===== config.mk =====
export PLATFORM = sky130hd
export DESIGN_NAME = sram_arbiter_flat
export DESIGN_NICKNAME = d
export VERILOG_FILES = /design/src/rtl/sram_arbiter_pkg.sv /design/src/rtl/sram_arbiter_if.sv /design/src/rtl/sram_arbiter_wait_counter.sv /design/src/rtl/sram_arbiter.sv /design/src/flat_wrapper.sv
export SDC_FILE = /design/constraint.sdc
export NUM_CORES = 1
export LEC_CHECK = 0
export BUFFER_PORTS_ARGS = -buffer_cell sky130_fd_sc_hd__buf_2
export CAP_MARGIN = 10
export CELL_PAD_IN_SITES_DETAIL_PLACEMENT = 0
export CELL_PAD_IN_SITES_GLOBAL_PLACEMENT = 2
export CORE_AREA = 2 2 141 143
export CTS_BUF_LIST = sky130_fd_sc_hd__clkbuf_16
export CTS_CLUSTER_DIAMETER = 100
export CTS_CLUSTER_SIZE = 24
export DETAILED_ROUTE_END_ITERATION = 12
export DIE_AREA = 0 0 143 145
export GPL_TIMING_DRIVEN = 0
export HOLD_SLACK_MARGIN = 0.05
export MAX_ROUTING_LAYER = met4
export PLACE_DENSITY = 0.88
export SYNTH_ARGS = -nofsm -noshare
export SYNTH_HDL_FRONTEND = slang
export SYNTH_SLANG_ARGS = --single-unit

===== constraint.sdc =====
create_clock -name clk -period 5.85 [get_ports clk]
set_input_delay 0.8775 -clock clk [delete_from_list [all_inputs] [get_ports clk]]
set_output_delay 0.8775 -clock clk [all_outputs]
set_load 0.05 [all_outputs]

===== src/rtl/sram_arbiter_pkg.sv =====
// Shared definitions for the SRAM arbiter: default widths, timing parameters,
// FSM state encoding and the counter width used for wait and burst tracking.
package sram_arbiter_pkg;

    localparam int DEF_DATA_W         = 32;
    localparam int DEF_ADDR_W         = 32;
    localparam int DEF_LATENCY        = 2;
    localparam int DEF_MAX_DATA_BURST = 4;

    // LATENCY and MAX_DATA_BURST are both limited to 1..15
    localparam int CNT_W = 4;

    typedef enum logic [1:0] {
        ST_IDLE    = 2'd0,
        ST_BUSY_IF = 2'd1,
        ST_BUSY_DM = 2'd2
    } state_e;

    function automatic logic [CNT_W-1:0] to_cnt(input int v);
        return v[CNT_W-1:0];
    endfunction

endpackage


===== src/rtl/sram_arbiter_if.sv =====
// Bus bundle between the fetch port, the data port and the single-ported SRAM.
// The slave modport is the arbiter's view; master is the requester/memory side.
interface sram_arbiter_if
    import sram_arbiter_pkg::*;
#(
    parameter int DATA_W = DEF_DATA_W,
    parameter int ADDR_W = DEF_ADDR_W
);
    logic              if_req;
    logic [ADDR_W-1:0] if_addr;
    logic [DATA_W-1:0] if_rdata;
    logic              if_ready;

    logic              dm_rd_req;
    logic              dm_wr_req;
    logic [ADDR_W-1:0] dm_addr;
    logic [DATA_W-1:0] dm_wdata;
    logic [DATA_W-1:0] dm_rdata;
    logic              dm_ready;

    logic              mem_en;
    logic              mem_we;
    logic [ADDR_W-1:0] mem_addr;
    logic [DATA_W-1:0] mem_wdata;
    logic [DATA_W-1:0] mem_rdata;

    logic              freeze;

    modport slave (
        input  if_req, if_addr, dm_rd_req, dm_wr_req, dm_addr, dm_wdata, mem_rdata,
        output if_rdata, if_ready, dm_rdata, dm_ready,
               mem_en, mem_we, mem_addr, mem_wdata, freeze
    );

    modport master (
        output if_req, if_addr, dm_rd_req, dm_wr_req, dm_addr, dm_wdata, mem_rdata,
        input  if_rdata, if_ready, dm_rdata, dm_ready,
               mem_en, mem_we, mem_addr, mem_wdata, freeze
    );

endinterface


===== src/rtl/sram_arbiter_wait_counter.sv =====
// Access wait timer: loads at grant, counts down once per busy cycle and
// flags the final access cycle when it reaches zero.
module sram_arbiter_wait_counter
    import sram_arbiter_pkg::*;
(
    input  logic             clk,
    input  logic             rst,
    input  logic             load_i,
    input  logic [CNT_W-1:0] load_val_i,
    input  logic             dec_i,
    output logic             zero_o
);

    logic [CNT_W-1:0] cnt_q;

    always_ff @(posedge clk or negedge rst) begin
        if (!rst) begin
            cnt_q <= '0;
        end else if (load_i) begin
            cnt_q <= load_val_i;
        end else if (dec_i && cnt_q != '0) begin
            cnt_q <= cnt_q - CNT_W'(1);
        end
    end

    assign zero_o = (cnt_q == '0);

endmodule


===== src/rtl/sram_arbiter.sv =====
// Arbitrates an instruction-fetch port and a data port onto one SRAM with a
// fixed access latency; data wins unless a fetch has waited out a full burst.
//
// state      | meaning
// -----------+----------------------------------------------
// ST_IDLE    | no access; arbitrate pending requests
// ST_BUSY_IF | fetch access in progress, mem_en held high
// ST_BUSY_DM | data read/write in progress, mem_en held high
module sram_arbiter
    import sram_arbiter_pkg::*;
#(
    parameter int DATA_W         = DEF_DATA_W,
    parameter int ADDR_W         = DEF_ADDR_W,
    parameter int LATENCY        = DEF_LATENCY,
    parameter int MAX_DATA_BURST = DEF_MAX_DATA_BURST
) (
    input logic           clk,
    input logic           rst,
    sram_arbiter_if.slave bus
);

    state_e            state_q, state_d;
    logic [ADDR_W-1:0] addr_q;
    logic [DATA_W-1:0] wdata_q;
    logic [DATA_W-1:0] if_rdata_q;
    logic [DATA_W-1:0] dm_rdata_q;
    logic              we_q;
    logic              if_ready_q;
    logic              dm_ready_q;
    logic [CNT_W-1:0]  burst_cnt_q;

    logic dm_req;
    logic idle_ok;
    logic if_wins;
    logic grant_if;
    logic grant_dm;
    logic wait_zero;
    logic busy;
    logic done_if;
    logic done_dm;
    logic mem_we_c;

    assign dm_req = bus.dm_rd_req | bus.dm_wr_req;

    // The ready cycle grants nothing, so a requester that is only now seeing
    // its ready is not re-granted on the line it has not yet dropped.
    assign idle_ok  = (state_q == ST_IDLE) && !if_ready_q && !dm_ready_q;
    assign if_wins  = bus.if_req && (!dm_req || burst_cnt_q == to_cnt(MAX_DATA_BURST));
    assign grant_if = idle_ok && if_wins;
    assign grant_dm = idle_ok && dm_req && !if_wins;

    always_ff @(posedge clk or negedge rst) begin
        if (!rst) begin
            state_q <= ST_IDLE;
        end else begin
            state_q <= state_d;
        end
    end

    always_comb begin
        state_d = state_q;
        case (state_q)
            ST_IDLE: begin
                if (grant_dm) begin
                    state_d = ST_BUSY_DM;
                end else if (grant_if) begin
                    state_d = ST_BUSY_IF;
                end
            end
            ST_BUSY_IF, ST_BUSY_DM: begin
                if (wait_zero) begin
                    state_d = ST_IDLE;
                end
            end
            default: state_d = ST_IDLE;
        endcase
    end

    always_comb begin
        busy     = 1'b0;
        done_if  = 1'b0;
        done_dm  = 1'b0;
        mem_we_c = 1'b0;
        case (state_q)
            ST_BUSY_IF: begin
                busy    = 1'b1;
                done_if = wait_zero;
            end
            ST_BUSY_DM: begin
                busy     = 1'b1;
                done_dm  = wait_zero;
                mem_we_c = we_q;
            end
            default: ;
        endcase
    end

    always_ff @(posedge clk or negedge rst) begin
        if (!rst) begin
            addr_q      <= '0;
            wdata_q     <= '0;
            we_q        <= 1'b0;
            if_ready_q  <= 1'b0;
            dm_ready_q  <= 1'b0;
            if_rdata_q  <= '0;
            dm_rdata_q  <= '0;
            burst_cnt_q <= '0;
        end else begin
            if_ready_q <= done_if;
            dm_ready_q <= done_dm;
            if (grant_if) begin
                addr_q <= bus.if_addr;
                we_q   <= 1'b0;
            end else if (grant_dm) begin
                addr_q  <= bus.dm_addr;
                wdata_q <= bus.dm_wdata;
                we_q    <= bus.dm_wr_req;
            end
            if (done_if) begin
                if_rdata_q <= bus.mem_rdata;
            end
            if (done_dm && !we_q) begin
                dm_rdata_q <= bus.mem_rdata;
            end
            if (!bus.if_req || grant_if) begin
                burst_cnt_q <= '0;
            end else if (grant_dm && burst_cnt_q != to_cnt(MAX_DATA_BURST)) begin
                burst_cnt_q <= burst_cnt_q + CNT_W'(1);
            end
        end
    end

    sram_arbiter_wait_counter u_wait_counter (
        .clk        (clk),
        .rst        (rst),
        .load_i     (grant_if | grant_dm),
        .load_val_i (to_cnt(LATENCY - 1)),
        .dec_i      (busy),
        .zero_o     (wait_zero)
    );

    assign bus.mem_en    = busy;
    assign bus.mem_we    = mem_we_c;
    assign bus.mem_addr  = addr_q;
    assign bus.mem_wdata = wdata_q;
    assign bus.if_ready  = if_ready_q;
    assign bus.dm_ready  = dm_ready_q;
    assign bus.if_rdata  = if_rdata_q;
    assign bus.dm_rdata  = dm_rdata_q;
    assign bus.freeze    = (bus.if_req & ~if_ready_q) | (dm_req & ~dm_ready_q);

endmodule


===== src/flat_wrapper.sv =====
// flat-port wrapper written by rule: the top's interface ports become plain ports
module sram_arbiter_flat import sram_arbiter_pkg::*;
#(
    parameter int DATA_W         = DEF_DATA_W,
    parameter int ADDR_W         = DEF_ADDR_W,
    parameter int LATENCY        = DEF_LATENCY,
    parameter int MAX_DATA_BURST = DEF_MAX_DATA_BURST
)
  (clk, rst, bus_if_req, bus_if_addr, bus_dm_rd_req, bus_dm_wr_req, bus_dm_addr, bus_dm_wdata, bus_mem_rdata, bus_if_rdata, bus_if_ready, bus_dm_rdata, bus_dm_ready, bus_mem_en, bus_mem_we, bus_mem_addr, bus_mem_wdata, bus_freeze);
  sram_arbiter_if #(.DATA_W(DATA_W), .ADDR_W(ADDR_W)) bus_i ();
  input logic clk;
  input logic rst;
  input wire logic [$bits(bus_i.if_req)-1:0] bus_if_req;
  input wire logic [$bits(bus_i.if_addr)-1:0] bus_if_addr;
  input wire logic [$bits(bus_i.dm_rd_req)-1:0] bus_dm_rd_req;
  input wire logic [$bits(bus_i.dm_wr_req)-1:0] bus_dm_wr_req;
  input wire logic [$bits(bus_i.dm_addr)-1:0] bus_dm_addr;
  input wire logic [$bits(bus_i.dm_wdata)-1:0] bus_dm_wdata;
  input wire logic [$bits(bus_i.mem_rdata)-1:0] bus_mem_rdata;
  output wire logic [$bits(bus_i.if_rdata)-1:0] bus_if_rdata;
  output wire logic [$bits(bus_i.if_ready)-1:0] bus_if_ready;
  output wire logic [$bits(bus_i.dm_rdata)-1:0] bus_dm_rdata;
  output wire logic [$bits(bus_i.dm_ready)-1:0] bus_dm_ready;
  output wire logic [$bits(bus_i.mem_en)-1:0] bus_mem_en;
  output wire logic [$bits(bus_i.mem_we)-1:0] bus_mem_we;
  output wire logic [$bits(bus_i.mem_addr)-1:0] bus_mem_addr;
  output wire logic [$bits(bus_i.mem_wdata)-1:0] bus_mem_wdata;
  output wire logic [$bits(bus_i.freeze)-1:0] bus_freeze;
  assign bus_i.if_req = bus_if_req;
  assign bus_i.if_addr = bus_if_addr;
  assign bus_i.dm_rd_req = bus_dm_rd_req;
  assign bus_i.dm_wr_req = bus_dm_wr_req;
  assign bus_i.dm_addr = bus_dm_addr;
  assign bus_i.dm_wdata = bus_dm_wdata;
  assign bus_i.mem_rdata = bus_mem_rdata;
  assign bus_if_rdata = bus_i.if_rdata;
  assign bus_if_ready = bus_i.if_ready;
  assign bus_dm_rdata = bus_i.dm_rdata;
  assign bus_dm_ready = bus_i.dm_ready;
  assign bus_mem_en = bus_i.mem_en;
  assign bus_mem_we = bus_i.mem_we;
  assign bus_mem_addr = bus_i.mem_addr;
  assign bus_mem_wdata = bus_i.mem_wdata;
  assign bus_freeze = bus_i.freeze;
  sram_arbiter #(.DATA_W(DATA_W), .ADDR_W(ADDR_W), .LATENCY(LATENCY), .MAX_DATA_BURST(MAX_DATA_BURST)) u_core (.clk(clk), .rst(rst), .bus(bus_i));
endmodule

==> metrics <==
via count=roughly 4.6k; clk slew on worst S/H paths=about 0.07 ns; WL final=16300 um; die footprint=just over 20000 sq um; unrepaired setup endpoints after global routing=false; post-CTS setup buffer count=0; Num Clock Sinks=roughly 140; fin util=42.5%; CP Class=in -> out; count leader, synth=dfrtp_1; Final Hold Vio Count=0; FFs w/ async S/R, synth=100%; Synth Instances=roughly 470; largest net degree at the start of global routing=94; sequential share of the synthesized area=59.8%; GRT Util Overall=16.3%; Ant. Diodes=0; Achievable Freq=~0.37 GHz; wire per inst=roughly 16 um; I/O pins=between 200 and 300; port buffer count=around 270; CTS Buf Count=17; Slew Viols, Final=0; Synth Net Count=604; vias in the first global route=between 4k and 5k; Reg power frac=28.3%; Critical Path Fanout Max=7; core area=~19000 sq um; initial drt markers=95; Die Wd=143 um; CTS tree=yes; Congestion Overflow GR=0; Total Power=5.71 mW; drc violations=0; initial antenna violation count=0; R2R setup slack=around 3.3 ns; DP Cell Count=between 900 and 1k; top cells by count, synth=dfrtp_1 (141), mux2_2 (90), a21oi_1 (51), nand2_1 (41), nor2_1 (38); Max Root-Sink Buffers=2; Rows=around 50; post-route antenna net violation count=0; max-cap violations=0; status=complete, no violations; critical path data arrival time=approximately 1.9 ns; Die H=about 150 um; RD Place Congestion=approximately 0.76; Pint=2.82 mW; Syn Area/Cell=around 13 sq um; post-CTS sizing=0; area delta synth->final=38.3%; first-pass GRT wire length=between 20000 and 30000 um; clock insertion delay at the later pin of the skew report=approximately 0.42 ns; pre-CTS setup slack=between 3 and 4 ns; cell taking the most area after synthesis=dfrtp_1; Switching Share=50.6%; Seq cells post-synth=141; Data required, critical path=roughly 5 ns; part of the cycle the worst path needs=about 47%; Least-Margin Pin Slew=about 0.73 ns; switching pwr=2.89 mW; Static Leakage=approximately 4.1 nW; min Tclk post-route=about 2.7 ns; clock skew=about 0.011 ns; CTS H-tree lvls=4; Min-Delay Path Class=in -> async; PD cells=approximately 700 nW/um^2; Post-synth EDFFs=0; Clock power frac=18.4%; initial core utilization=30.7%; DP HPWL=approximately 12000 um; fraction of layout cells with a size suffix above 1=56.7%; yosys warns=0; nets=around 890; post-synthesis instance area=5900 sq um; final setup margin=a little over 3 ns; post-synth top area share=between 50% and 60%; clk root buf=clkbuf_16; CP Launch Type=input port; Comb power frac=53.3%; Unique masters post-synth=34; Crit. End Element=output pin; sum of negative setup slack=0 ns; predominant post-synthesis flop cell=dfrtp_1; Slew headroom=51.1%; cts hold-fix bufs=0; DR vias/cell=~4.5; VDD IR max=between 0.3 and 0.4 mV; drt pass-1 iters=4; final cell count without fillers=1028; main area contributors after synthesis=dfrtp_1 (60%), mux2_2 (17%), a21oi_1 (4.3%); Final Setup Violations=0
logic make-up after synthesis:
| kind of cell | share of synthesized area (%) |
|---|---|
| flops | 59.8 |
| mux | 18.3 |
| fa+ha+maj | 1.27 |
| simple gates | 7.89 |
| xor+xnor | 0.297 |
| buf+inv | 3.31 |
| compound gates | 9.12 |
layer usage:
layer / up-vias / global-route usage (%) / part of all wire, % / wire, um
li1: 2188 / - / - / -
met5: - / - / 0 / 0
met3: 15 / 6.04 / 9.1 / 1480
met2: 205 / 24.7 / 45 / 7370
met4: 0 / 4.26 / 1.3 / 211
met1: 2182 / 20.7 / 44 / 7250
power groups by stage:
stage / logic [mW] / registers (mW) / clock network (mW)
after detailed placement: 3.07 / 1.63 / 0
final: 3.04 / 1.61 / 1.05
after global routing: 3.22 / 1.67 / 1.13
after global placement: 3.06 / 1.61 / 0
after CTS: 3.07 / 1.62 / 1.09
after floorplan: 0.946 / 3.00 / 0
sequential cells by signal, indices dropped and copies added (netlist names):
name                         cells
u_core.bus.dm_ready              1
u_core.we_q                      1
u_core.state_q                   2
u_core.u_wait_counter.cnt_q      4
u_core.bus.mem_addr             32
u_core.bus.mem_wdata            32
u_core.burst_cnt_q               4
u_core.bus.dm_rdata             32
u_core.bus.if_ready              1
u_core.bus.if_rdata             32
through the flow:
step                hold WS [ns]  area, sq um
floorplan                  0.493         5900
global placement           0.467         7560
detailed placement         0.474         7590
CTS                        0.405         8160
global route               0.417         8160
finish                     0.408         8160
cell type report:
class | instances | area (sq um)
Inverter | 7 | 26.3
Buffer | 25 | 169
Timing Repair Buffer | 266 | 1360
Fill cell | 1904 | 11000
Tap cell | 265 | 332
Clock inverter | 15 | 140
Clock buffer | 17 | 425
Sequential cell | 141 | 3530
Multi-Input combinational cell | 292 | 2180
final timing paths:
check | start | end | cells past startpoint
worst min register to register | u_core.bus.dm_rdata[5]$_DFFE_PN0P_ | u_core.bus.dm_rdata[5]$_DFFE_PN0P_ | 1
max in group asynchronous | rst | u_core.bus.dm_rdata[31]$_DFFE_PN0P_ | 2
worst max register to register | u_core.state_q[1]$_DFFE_PN0P_ | u_core.bus.mem_addr[1]$_DFFE_PN0N_ | 7
worst max-delay path | bus_if_req | bus_freeze | 4
worst min-delay path | rst | u_core.bus.mem_addr[19]$_DFFE_PN0N_ | 1
min in group clk | u_core.bus.dm_rdata[5]$_DFFE_PN0P_ | u_core.bus.dm_rdata[5]$_DFFE_PN0P_ | 1
worst max-delay path: stages:
cell      delay [ns]
buf_2           0.14
clkinv_1        0.30
o22ai_1         0.25
buf_2           0.29
placed cells by master, fill, tap and decap left out, types with 8 or more instances in the layout:
cell and instances:
dfrtp_1 141, a21oi_2 21, mux2_2 90, clkbuf_16 17, buf_6 9, buf_2 276, nand3_1 8, a21oi_1 51
nand2_1 41, nor2_1 38
No activity file was read; power rests on OpenSTA's default activity.
